### src/rtl/neorv32_irq_rst_pkg.sv
// ============================================================================
// Module : neorv32_irq_rst_pkg
// Brief  : Shared FSM encoding, register map and STATUS layout for the
//          neorv32 interrupt / reset glue stage.
// Rev    : 1.0 - initial release
// ============================================================================
`default_nettype none

package neorv32_irq_rst_pkg;

  typedef enum logic [1:0] {
    ST_RESET = 2'd0,
    ST_HOLD  = 2'd1,
    ST_RUN   = 2'd2
  } rst_state_t;

  localparam logic [1:0] ADDR_ENABLE   = 2'd0;
  localparam logic [1:0] ADDR_PENDING  = 2'd1;
  localparam logic [1:0] ADDR_STATUS   = 2'd2;
  localparam logic [1:0] ADDR_WDT_KICK = 2'd3;

  localparam int STATUS_STATE_LSB = 0;
  localparam int STATUS_STATE_MSB = 1;
  localparam int STATUS_WDT_BIT   = 2;

endpackage

`default_nettype wire

### src/rtl/neorv32_irq_chan.sv
// ============================================================================
// Module : neorv32_irq_chan
// Brief  : One external interrupt channel: 2-flop sync, edge detect,
//          pending flop with write-one-to-clear for edge channels.
// Rev    : 1.0 - initial release
// ============================================================================
`default_nettype none

module neorv32_irq_chan #(
  parameter bit EDGE = 1'b0
) (
  input  logic clk,
  input  logic rst,
  input  logic run,
  input  logic irq_raw,
  input  logic clr,
  output logic pending
);

  logic sync1;
  logic sync2;
  logic prev;
  logic rise;

  assign rise = sync2 & ~prev;

  always_ff @(posedge clk) begin
    if (rst) begin
      sync1   <= 1'b0;
      sync2   <= 1'b0;
      prev    <= 1'b0;
      pending <= 1'b0;
    end else begin
      sync1 <= irq_raw;
      sync2 <= sync1;
      prev  <= sync2;
      if (!run) begin
        pending <= 1'b0;
      end else if (EDGE) begin
        // a fresh edge beats a simultaneous clear
        pending <= rise | (pending & ~clr);
      end else begin
        pending <= sync2;
      end
    end
  end

endmodule

`default_nettype wire

### src/rtl/neorv32_irq_rst_ctrl.sv
// ============================================================================
// Module : neorv32_irq_rst_ctrl
// Brief  : Core reset sequencer and interrupt conditioning for neorv32.
//          Optional watchdog enabled by defining NEORV32_WDT_EN.
// Rev    : 1.0 - initial release
// ============================================================================
`default_nettype none

module neorv32_irq_rst_ctrl
  import neorv32_irq_rst_pkg::*;
#(
  parameter int          N_IRQ           = 8,
  parameter logic [31:0] IRQ_EDGE_MASK   = 32'h0000_0000,
  parameter int          RST_HOLD_CYCLES = 16,
  parameter int          WDT_WIDTH       = 24
) (
  input  logic             clk_i,
  input  logic             rst_i,
  input  logic [N_IRQ-1:0] irq_i,
  input  logic             mtime_irq_i,
  input  logic             msw_irq_i,
  input  logic             cfg_we_i,
  input  logic [1:0]       cfg_addr_i,
  input  logic [31:0]      cfg_wdata_i,
  output logic [31:0]      cfg_rdata_o,
  output logic             core_rstn_o,
  output logic             mtime_irq_o,
  output logic             msw_irq_o,
  output logic             mext_irq_o
);

  localparam int HOLD_W = (RST_HOLD_CYCLES > 1) ? $clog2(RST_HOLD_CYCLES) : 1;
  localparam logic [HOLD_W-1:0] HOLD_LAST = HOLD_W'(RST_HOLD_CYCLES - 1);

  rst_state_t        state;
  rst_state_t        state_next;
  logic [HOLD_W-1:0] hold_cnt;
  logic [HOLD_W-1:0] hold_next;
  logic              run;
  logic              chan_run;
  logic              wdt_expire;
  logic              wdt_fired;
  logic [N_IRQ-1:0]  enable;
  logic [N_IRQ-1:0]  pending;
  logic [N_IRQ-1:0]  pend_clr;
  logic [1:0]        mtime_sync;
  logic [1:0]        msw_sync;
  logic              unused_wdata;

  assign run          = (state == ST_RUN);
  assign chan_run     = run & ~wdt_expire;
  assign unused_wdata = ^cfg_wdata_i;

  always_comb begin
    state_next = state;
    hold_next  = hold_cnt;
    case (state)
      ST_RESET: begin
        state_next = ST_HOLD;
        hold_next  = '0;
      end
      ST_HOLD: begin
        if (hold_cnt == HOLD_LAST) begin
          state_next = ST_RUN;
        end else begin
          hold_next = hold_cnt + HOLD_W'(1);
        end
      end
      ST_RUN: begin
        if (wdt_expire) begin
          state_next = ST_HOLD;
          hold_next  = '0;
        end
      end
      default: begin
        state_next = ST_RESET;
        hold_next  = '0;
      end
    endcase
  end

  always_ff @(posedge clk_i) begin
    if (rst_i) begin
      state       <= ST_RESET;
      hold_cnt    <= '0;
      core_rstn_o <= 1'b0;
    end else begin
      state       <= state_next;
      hold_cnt    <= hold_next;
      core_rstn_o <= (state_next == ST_RUN);
    end
  end

  always_ff @(posedge clk_i) begin
    if (rst_i) begin
      mtime_sync <= 2'b00;
      msw_sync   <= 2'b00;
    end else begin
      mtime_sync <= {mtime_sync[0], mtime_irq_i};
      msw_sync   <= {msw_sync[0], msw_irq_i};
    end
  end

  assign mtime_irq_o = mtime_sync[1];
  assign msw_irq_o   = msw_sync[1];

  assign pend_clr = (cfg_we_i && (cfg_addr_i == ADDR_PENDING) && run)
                    ? cfg_wdata_i[N_IRQ-1:0] : '0;

  for (genvar k = 0; k < N_IRQ; k++) begin : g_chan
    neorv32_irq_chan #(
      .EDGE (IRQ_EDGE_MASK[k])
    ) u_chan (
      .clk     (clk_i),
      .rst     (rst_i),
      .run     (chan_run),
      .irq_raw (irq_i[k]),
      .clr     (pend_clr[k]),
      .pending (pending[k])
    );
  end

  always_ff @(posedge clk_i) begin
    if (rst_i) begin
      enable     <= '0;
      mext_irq_o <= 1'b0;
    end else begin
      if (!chan_run) begin
        enable <= '0;
      end else if (cfg_we_i && (cfg_addr_i == ADDR_ENABLE)) begin
        enable <= cfg_wdata_i[N_IRQ-1:0];
      end
      mext_irq_o <= |(pending & enable);
    end
  end

`ifdef NEORV32_WDT_EN
  logic [WDT_WIDTH-1:0] wdt_cnt;
  logic                 wdt_kick;

  assign wdt_kick   = cfg_we_i && (cfg_addr_i == ADDR_WDT_KICK);
  assign wdt_expire = run && !wdt_kick && (wdt_cnt == '1);

  always_ff @(posedge clk_i) begin
    if (rst_i) begin
      wdt_cnt   <= '0;
      wdt_fired <= 1'b0;
    end else begin
      if (!run || wdt_kick) begin
        wdt_cnt <= '0;
      end else begin
        wdt_cnt <= wdt_cnt + WDT_WIDTH'(1);
      end
      if (wdt_expire) begin
        wdt_fired <= 1'b1;
      end
    end
  end
`else
  logic [WDT_WIDTH-1:0] unused_wdt;

  assign unused_wdt = '0;
  assign wdt_expire = 1'b0;
  assign wdt_fired  = 1'b0;
`endif

  always_comb begin
    cfg_rdata_o = '0;
    case (cfg_addr_i)
      ADDR_ENABLE:  cfg_rdata_o[N_IRQ-1:0] = enable;
      ADDR_PENDING: cfg_rdata_o[N_IRQ-1:0] = pending;
      ADDR_STATUS: begin
        cfg_rdata_o[STATUS_STATE_MSB:STATUS_STATE_LSB] = state;
        cfg_rdata_o[STATUS_WDT_BIT]                    = wdt_fired;
      end
      default: cfg_rdata_o = '0;
    endcase
  end

endmodule

`default_nettype wire
### config.mk
export PLATFORM = sky130hd
export DESIGN_NAME = neorv32_irq_rst_ctrl
export DESIGN_NICKNAME = d
export VERILOG_FILES = /design/src/rtl/neorv32_irq_rst_pkg.sv /design/src/rtl/neorv32_irq_chan.sv /design/src/rtl/neorv32_irq_rst_ctrl.sv
export SDC_FILE = /design/constraint.sdc
export NUM_CORES = 1
export LEC_CHECK = 0
export ABC_AREA = 1
export CORE_AREA = 3 3 100 54
export CTS_CLUSTER_DIAMETER = 60
export DETAILED_ROUTE_END_ITERATION = 12
export DIE_AREA = 0 0 103 57
export GPL_TIMING_DRIVEN = 0
export PLACE_DENSITY = 0.86
export REMOVE_ABC_BUFFERS = 1
export SYNTH_ARGS = -nofsm -noshare
export SYNTH_HDL_FRONTEND = slang
export SYNTH_SLANG_ARGS = --single-unit
### constraint.sdc
create_clock -name clk_i -period 2.4 [get_ports clk_i]
set_input_delay 0.36 -clock clk_i [delete_from_list [all_inputs] [get_ports clk_i]]
set_output_delay 0.36 -clock clk_i [all_outputs]
set_load 0.1 [all_outputs]
==> qor.yml, run 1 <==
num-fill-cells: 378
pin_count: 83
ant_nets: 0
drc: 0
pre_cts_slack_ns: -0.550
setup_viol: 0
dieArea_um2: 5870
timing.final.crit_share_pct: 96.5
initialDrtViolationCount: 44
status: "finished, final reports clean"
clock.fmax_ghz: 0.432
vias_per_cell: 4.38
layout.cells.non_filler: 319
worstMarginPinSlew_ns: 0.977
dp_hpwl_um: 2480
hold_buffers: 0
rsz0062_at_grt: "no"
wl_per_cell_um: 10.8
cts_buffer_depth: 2
internal_power_uw: 1210
irDropWorstVdd_mv: 0.361
via_count: 1397
slew_headroom_pct: 34.7
yosysWarnings: 0
pwr-share-clk_pct: 38.6
clk_latency_ns: 0.29
start_util_pct: 40.6
post-cts-setup-buffer-count: 0
cts_sinks: 44
diodes: 0
drv_cap: 0
required_ns: 2.04
die_y_um: 57
timing.final.crit_period_ns: 2.32
grt-busiest-layer: "met2"
cts_tree: "done"
p_leak_uw: 0.000960
final_max_slew_viol_count: 0
io_buffer_count: 34
cts_buffers: 5
cts.clk_slew.worst_paths_ns: 0.08
first_global_vias: 1272
ys_types: 24
power_switching_share_pct: 27.6
power_uw: 1670
p_sw_uw: 460
comb_power_share_pct: 16.1
regToRegStartpoint: "hold_cnt[0]$_SDFFE_PP0P_"
gp_congestion: 0.774
postSynthCellCount: 227
grtUsageTotal_pct: 12.2
drive_gt1_share_pct: 10.3
ys_ff_latch: 44
htree_levels: 2
pwr_density_cell_nw_per_um2: 748
core-area_um2: 4470
cp.arrival_ns: 1.96
skew_ns: 0.00258
dr.pass1.iters: 4
post-route-util_pct: 49.9
worst-path-max-fanout: 5
dpl.cell_count: 312
seqPwrFrac_pct: 45.3
grt_max_degree: 28
syn_to_final_growth_pct: 22.8
end_kind: "primary output"
hold_viol: 0
grt_util_met2_pct: 21.0
met3_usage_pct: 4.27
timing.final.ws_setup_ns: 0.0844
grt_pass1_wl_um: 5480
wl_um: 3460
chipWidth_um: 103
synth_area_um2: 1810
crit_chain: "clkdlybuf4s50_1 > nand2_1 > inv_1 > a22o_1 > clkdlybuf4s15_2"
rows: 17
grt_overflow: 0
antenna_found_initial: 0
min_path_type: "reg2reg"
slowest_delay_ns: 0.56
num-nets-final: 310
syn_avg_cell_area_um2: 7.99
hold_start: "g_chan[6].u_chan.sync1$_SDFF_PP0_"
startpoint: "cfg_addr_i[0]"
cp_slowest_cell: "clkdlybuf4s50_1"
met1_usage_pct: 12.7
synth-seq-area-share_pct: 48.6
root_buffer: "clkbuf_8"
start_kind: "input port"
worstSetupPathType: "in2out"
[worst paths after layout]
kind                                                          end  slack, ns  depth (start not counted)
worst min-delay path            g_chan[6].u_chan.sync2$_SDFF_PP0_       0.40                          2
worst max register to register           hold_cnt[2]$_SDFFE_PP0P_       1.16                          5
worst max-delay path                               cfg_rdata_o[6]       0.08                          5
worst min register to register  g_chan[6].u_chan.sync2$_SDFF_PP0_       0.40                          2
[through the flow]
step,TNS (ns),area [um^2],hold WS (ns)
after floorplan,-0.284,1680,0.388
after global placement,-3.58,2090,0.388
after detailed placement,-3.86,2090,0.394
after CTS,0,2230,0.405
after global routing,0,2230,0.425
final,0,2230,0.404
[cells in the final DEF, fill, tap and decap left out, types with 2 or more instances in the layout]
| cell | Yosys | final |
|---|---|---|
| nor2_1 | 40 | 40 |
| a211oi_2 | 4 | 4 |
| clkdlybuf4s15_2 | 0 | 7 |
| a22o_1 | 3 | 3 |
| o22ai_1 | 3 | 3 |
| clkdlybuf4s50_1 | 0 | 26 |
| dfxtp_1 | 44 | 44 |
| inv_1 | 46 | 46 |
| o21ai_0 | 6 | 6 |
| a21oi_1 | 8 | 8 |
| clkbuf_8 | 0 | 5 |
| bufinv_16 | 0 | 2 |
| nand3_1 | 7 | 7 |
| nand2_1 | 25 | 25 |
| nand2_2 | 2 | 2 |
| conb_1 | 1 | 24 |
[cell type report]
cell class / instances / area (um^2) / share of cell area [%]
Inverter: 47 / 176 / 7.92
Clock inverter: 2 / 60.1 / 2.70
Timing Repair Buffer: 34 / 344 / 15.4
Clock buffer: 5 / 68.8 / 3.09
Tap cell: 57 / 71.3 / 3.20
Sequential cell: 44 / 881 / 39.6
Multi-Input combinational cell: 130 / 626 / 28.1
[critical path, delay by kind of cell]
family / cells / cell delay (ns)
buffers and inverters: 3 / 1.27
AOI/OAI and AO/OA: 1 / 0.17
and+or+nand+nor: 1 / 0.15
[flip-flops by register name, summed over array words and instances (netlist names)]
register,cells
state,2
mtime_sync,2
enable,8
g_chan.u_chan.sync1,8
hold_cnt,4
g_chan.u_chan.pending,8
msw_sync,2
mext_irq_o,1
core_rstn_o,1
g_chan.u_chan.sync2,8
[layer usage]
metal	vias to the layer above	routed length [um]	part of all wire [%]
li1	698	-	-
met1	607	1330	38
met2	76	1660	48
met3	16	322	9.3
met4	0	153	4.4
met5	-	0	0
[cell usage after synthesis, drive strengths merged]
master | count | area [um^2]
inv | 47 | 176
nand3 | 8 | 52.6
nor2 | 42 | 168
a22o | 3 | 26.3
buf | 29 | 218
o22ai | 3 | 18.8
or2 | 1 | 6.26
o21ai | 7 | 35.0
ha | 1 | 12.5
a211oi | 4 | 50.1
nand2 | 28 | 118
a21oi | 8 | 40.0
o221ai | 1 | 8.76
dfxtp | 44 | 881
conb | 1 | 3.75
[cells by family (layout without fill, tap and decap cells)]
family          after synthesis  in the layout  share of synthesized area (%)
fa+ha+maj                     1              1                          0.690
simple gates                 79             79                           19.0
buf+inv                      76             88                           21.7
flops                        44             44                           48.6
other cells                   1             24                          0.207
compound gates               26             26                           9.86
[power by group through the flow]
| stage | logic, uW | clock network [uW] | registers [uW] |
|---|---|---|---|
| after global routing | 282 | 683 | 756 |
| after global placement | 265 | 0 | 771 |
| after CTS | 268 | 651 | 754 |
| final | 268 | 643 | 754 |
| after detailed placement | 267 | 0 | 772 |
| after floorplan | 203 | 0 | 780 |
[what timing repair did]
item,4_1_cts,5_1_grt
endpoints found under the hold margin,0,0
resized for setup,24,2
endpoints found under the setup margin,8,1
No activity file was read; power rests on OpenSTA's default activity.
==> run 2: changes to the inputs <==
--- a/config.mk
+++ b/config.mk
@@ -6,6 +6,7 @@
 export NUM_CORES = 1
 export LEC_CHECK = 0
 export ABC_AREA = 1
+export CAP_MARGIN = 30
 export CORE_AREA = 3 3 100 54
 export CTS_CLUSTER_DIAMETER = 60
 export DETAILED_ROUTE_END_ITERATION = 12
==> constraint.sdc (replaced) <==
create_clock -name clk_i -period 2.4 [get_ports clk_i]
set_input_delay 0.36 -clock clk_i [delete_from_list [all_inputs] [get_ports clk_i]]
set_output_delay 0.36 -clock clk_i [all_outputs]
set_load 0.05 [all_outputs]
==> run 2 against run 1 <==
  * Worst hold slack about the same
  * Critical endpoint is now cfg_rdata_o[0]
  * Routed wire length decreased by 0.75%
  * Power decreased by 5.4%
  * Highest routed layer unchanged
  * Sequential power about the same
  * Flip-flop and latch count unchanged
  * Register-to-register slack got worse by 0.02 ns
==> qor.yml, run 2 (same netlist as run 1, synthesis figures left out) <==
worstMarginPinSlew_ns: 0.932
rsz0062_at_grt: "no"
power_switching_share_pct: 23.4
required_ns: 2.04
grt_pass1_wl_um: 5440
fin_setup_tns_ns: 0
io_buffer_count: 34
wl_um: 3430
cts_sinks: 44
cts_buffers: 5
pre_cts_slack_ns: -0.219
slew_headroom_pct: 37.7
grtUsageTotal_pct: 12.1
num-nets-final: 310
dpl.cell_count: 312
cts_buffer_depth: 2
root_buffer: "clkbuf_8"
timing.final.ws_setup_ns: 0.0647
via_count: 1414
status: "finished, final reports clean"
clock.fmax_ghz: 0.428
cts_resized: 8
dieArea_um2: 5870
min_path_type: "reg2reg"
met3_usage_pct: 4.27
post-cts-setup-buffer-count: 0
end_kind: "primary output"
rows: 17
vias_per_cell: 4.43
grt_util_met2_pct: 20.8
comb_power_share_pct: 11.4
grt-busiest-layer: "met2"
drc: 0
skew_ns: 0.00352
diodes: 0
dr.pass1.iters: 5
drv_cap: 0
grt_overflow: 0
worstSetupPathType: "in2out"
timing.final.crit_share_pct: 97.3
hold_buffers: 0
dp_hpwl_um: 2480
cts_tree: "done"
start_kind: "input port"
post-route-util_pct: 49.6
final_cell_mix: "46 x inv_1, 44 x dfxtp_1, 40 x nor2_1, 26 x clkdlybuf4s50_1, 25 x nand2_1"
pwr-share-clk_pct: 40.7
grt_max_degree: 28
irDropWorstVdd_mv: 0.354
seqPwrFrac_pct: 47.9
layout.cells.non_filler: 319
die_y_um: 57
initialDrtViolationCount: 72
hold_viol: 0
pin_count: 83
holdWs_ns: 0.404
final_max_slew_viol_count: 0
worst-path-max-fanout: 6
antenna_found_initial: 0
pwr_density_cell_nw_per_um2: 711
ant_nets: 0
drive_gt1_share_pct: 7.25
wl_per_cell_um: 10.8
p_leak_uw: 0.000994
chipWidth_um: 103
htree_levels: 2
first_global_vias: 1258
syn_to_final_growth_pct: 22.0
clk_latency_ns: 0.29
setup_viol: 0
internal_power_uw: 1210
cp.arrival_ns: 1.98
cts.clk_slew.worst_paths_ns: 0.08
num-fill-cells: 387
core-area_um2: 4470
gp_congestion: 0.774
final_common_cell: "inv_1"
start_util_pct: 40.6
timing.final.crit_period_ns: 2.34
p_sw_uw: 369
met1_usage_pct: 12.7
## run 2: cell count changes in the layout (fill, tap and decap cells not counted)
cell / previous run / this run
buf_2: 1 / 0
clkdlybuf4s15_2: 7 / 0
dlygate4sd2_1: 0 / 8
## run 2: path summary, 6_finish.rpt
path | from | slack (ns) | depth (start not counted) | endpoint
setup / recovery | cfg_addr_i[1] | 0.06 | 5 | cfg_rdata_o[0]
hold / removal | g_chan[6].u_chan.sync1$_SDFF_PP0_ | 0.40 | 2 | g_chan[6].u_chan.sync2$_SDFF_PP0_
hold reg to reg | g_chan[6].u_chan.sync1$_SDFF_PP0_ | 0.40 | 2 | g_chan[6].u_chan.sync2$_SDFF_PP0_
setup reg to reg | hold_cnt[0]$_SDFFE_PP0P_ | 1.14 | 5 | hold_cnt[2]$_SDFFE_PP0P_
## run 2: layout make-up
type                       count  area (um^2)  area share, %
sequential                    44          881           39.8
multi-input combinational    130          626           28.3
timing repair buffer          34          330           14.9
inverter                      47          176           7.97
tap                           57         71.3           3.22
clock buffer                   5         68.8           3.11
clock inverter                 2         60.1           2.71
## run 2: power groups by stage
stage               Combinational [uW]  Clock, uW  Sequential (uW)
floorplan                          119          0              775
global placement                   176          0              771
detailed placement                 179          0              772
CTS                                179        651              754
global route                       193        683              756
finish                             179        641              754
## run 2: critical path, stage by stage
cell and delay [ns]:
clkdlybuf4s50_1 0.50, nor2_4 0.23, inv_1 0.12, o221ai_1 0.20, dlygate4sd2_1 0.56
## run 2: metal layers
metal,up-vias,part of all wire (%)
li1,699,-
met5,-,0
met2,81,47
met3,18,9.7
met1,616,38
met4,0,4.8
## run 2: per-stage QoR
step           total power, uW  cell area [um^2]
5_1_grt                   1630              2210
3_5_place_dp               950              2090
3_3_place_gp               947              2090
2_1_floorplan              894              1680
4_1_cts                   1580              2210
6_report                  1570              2210
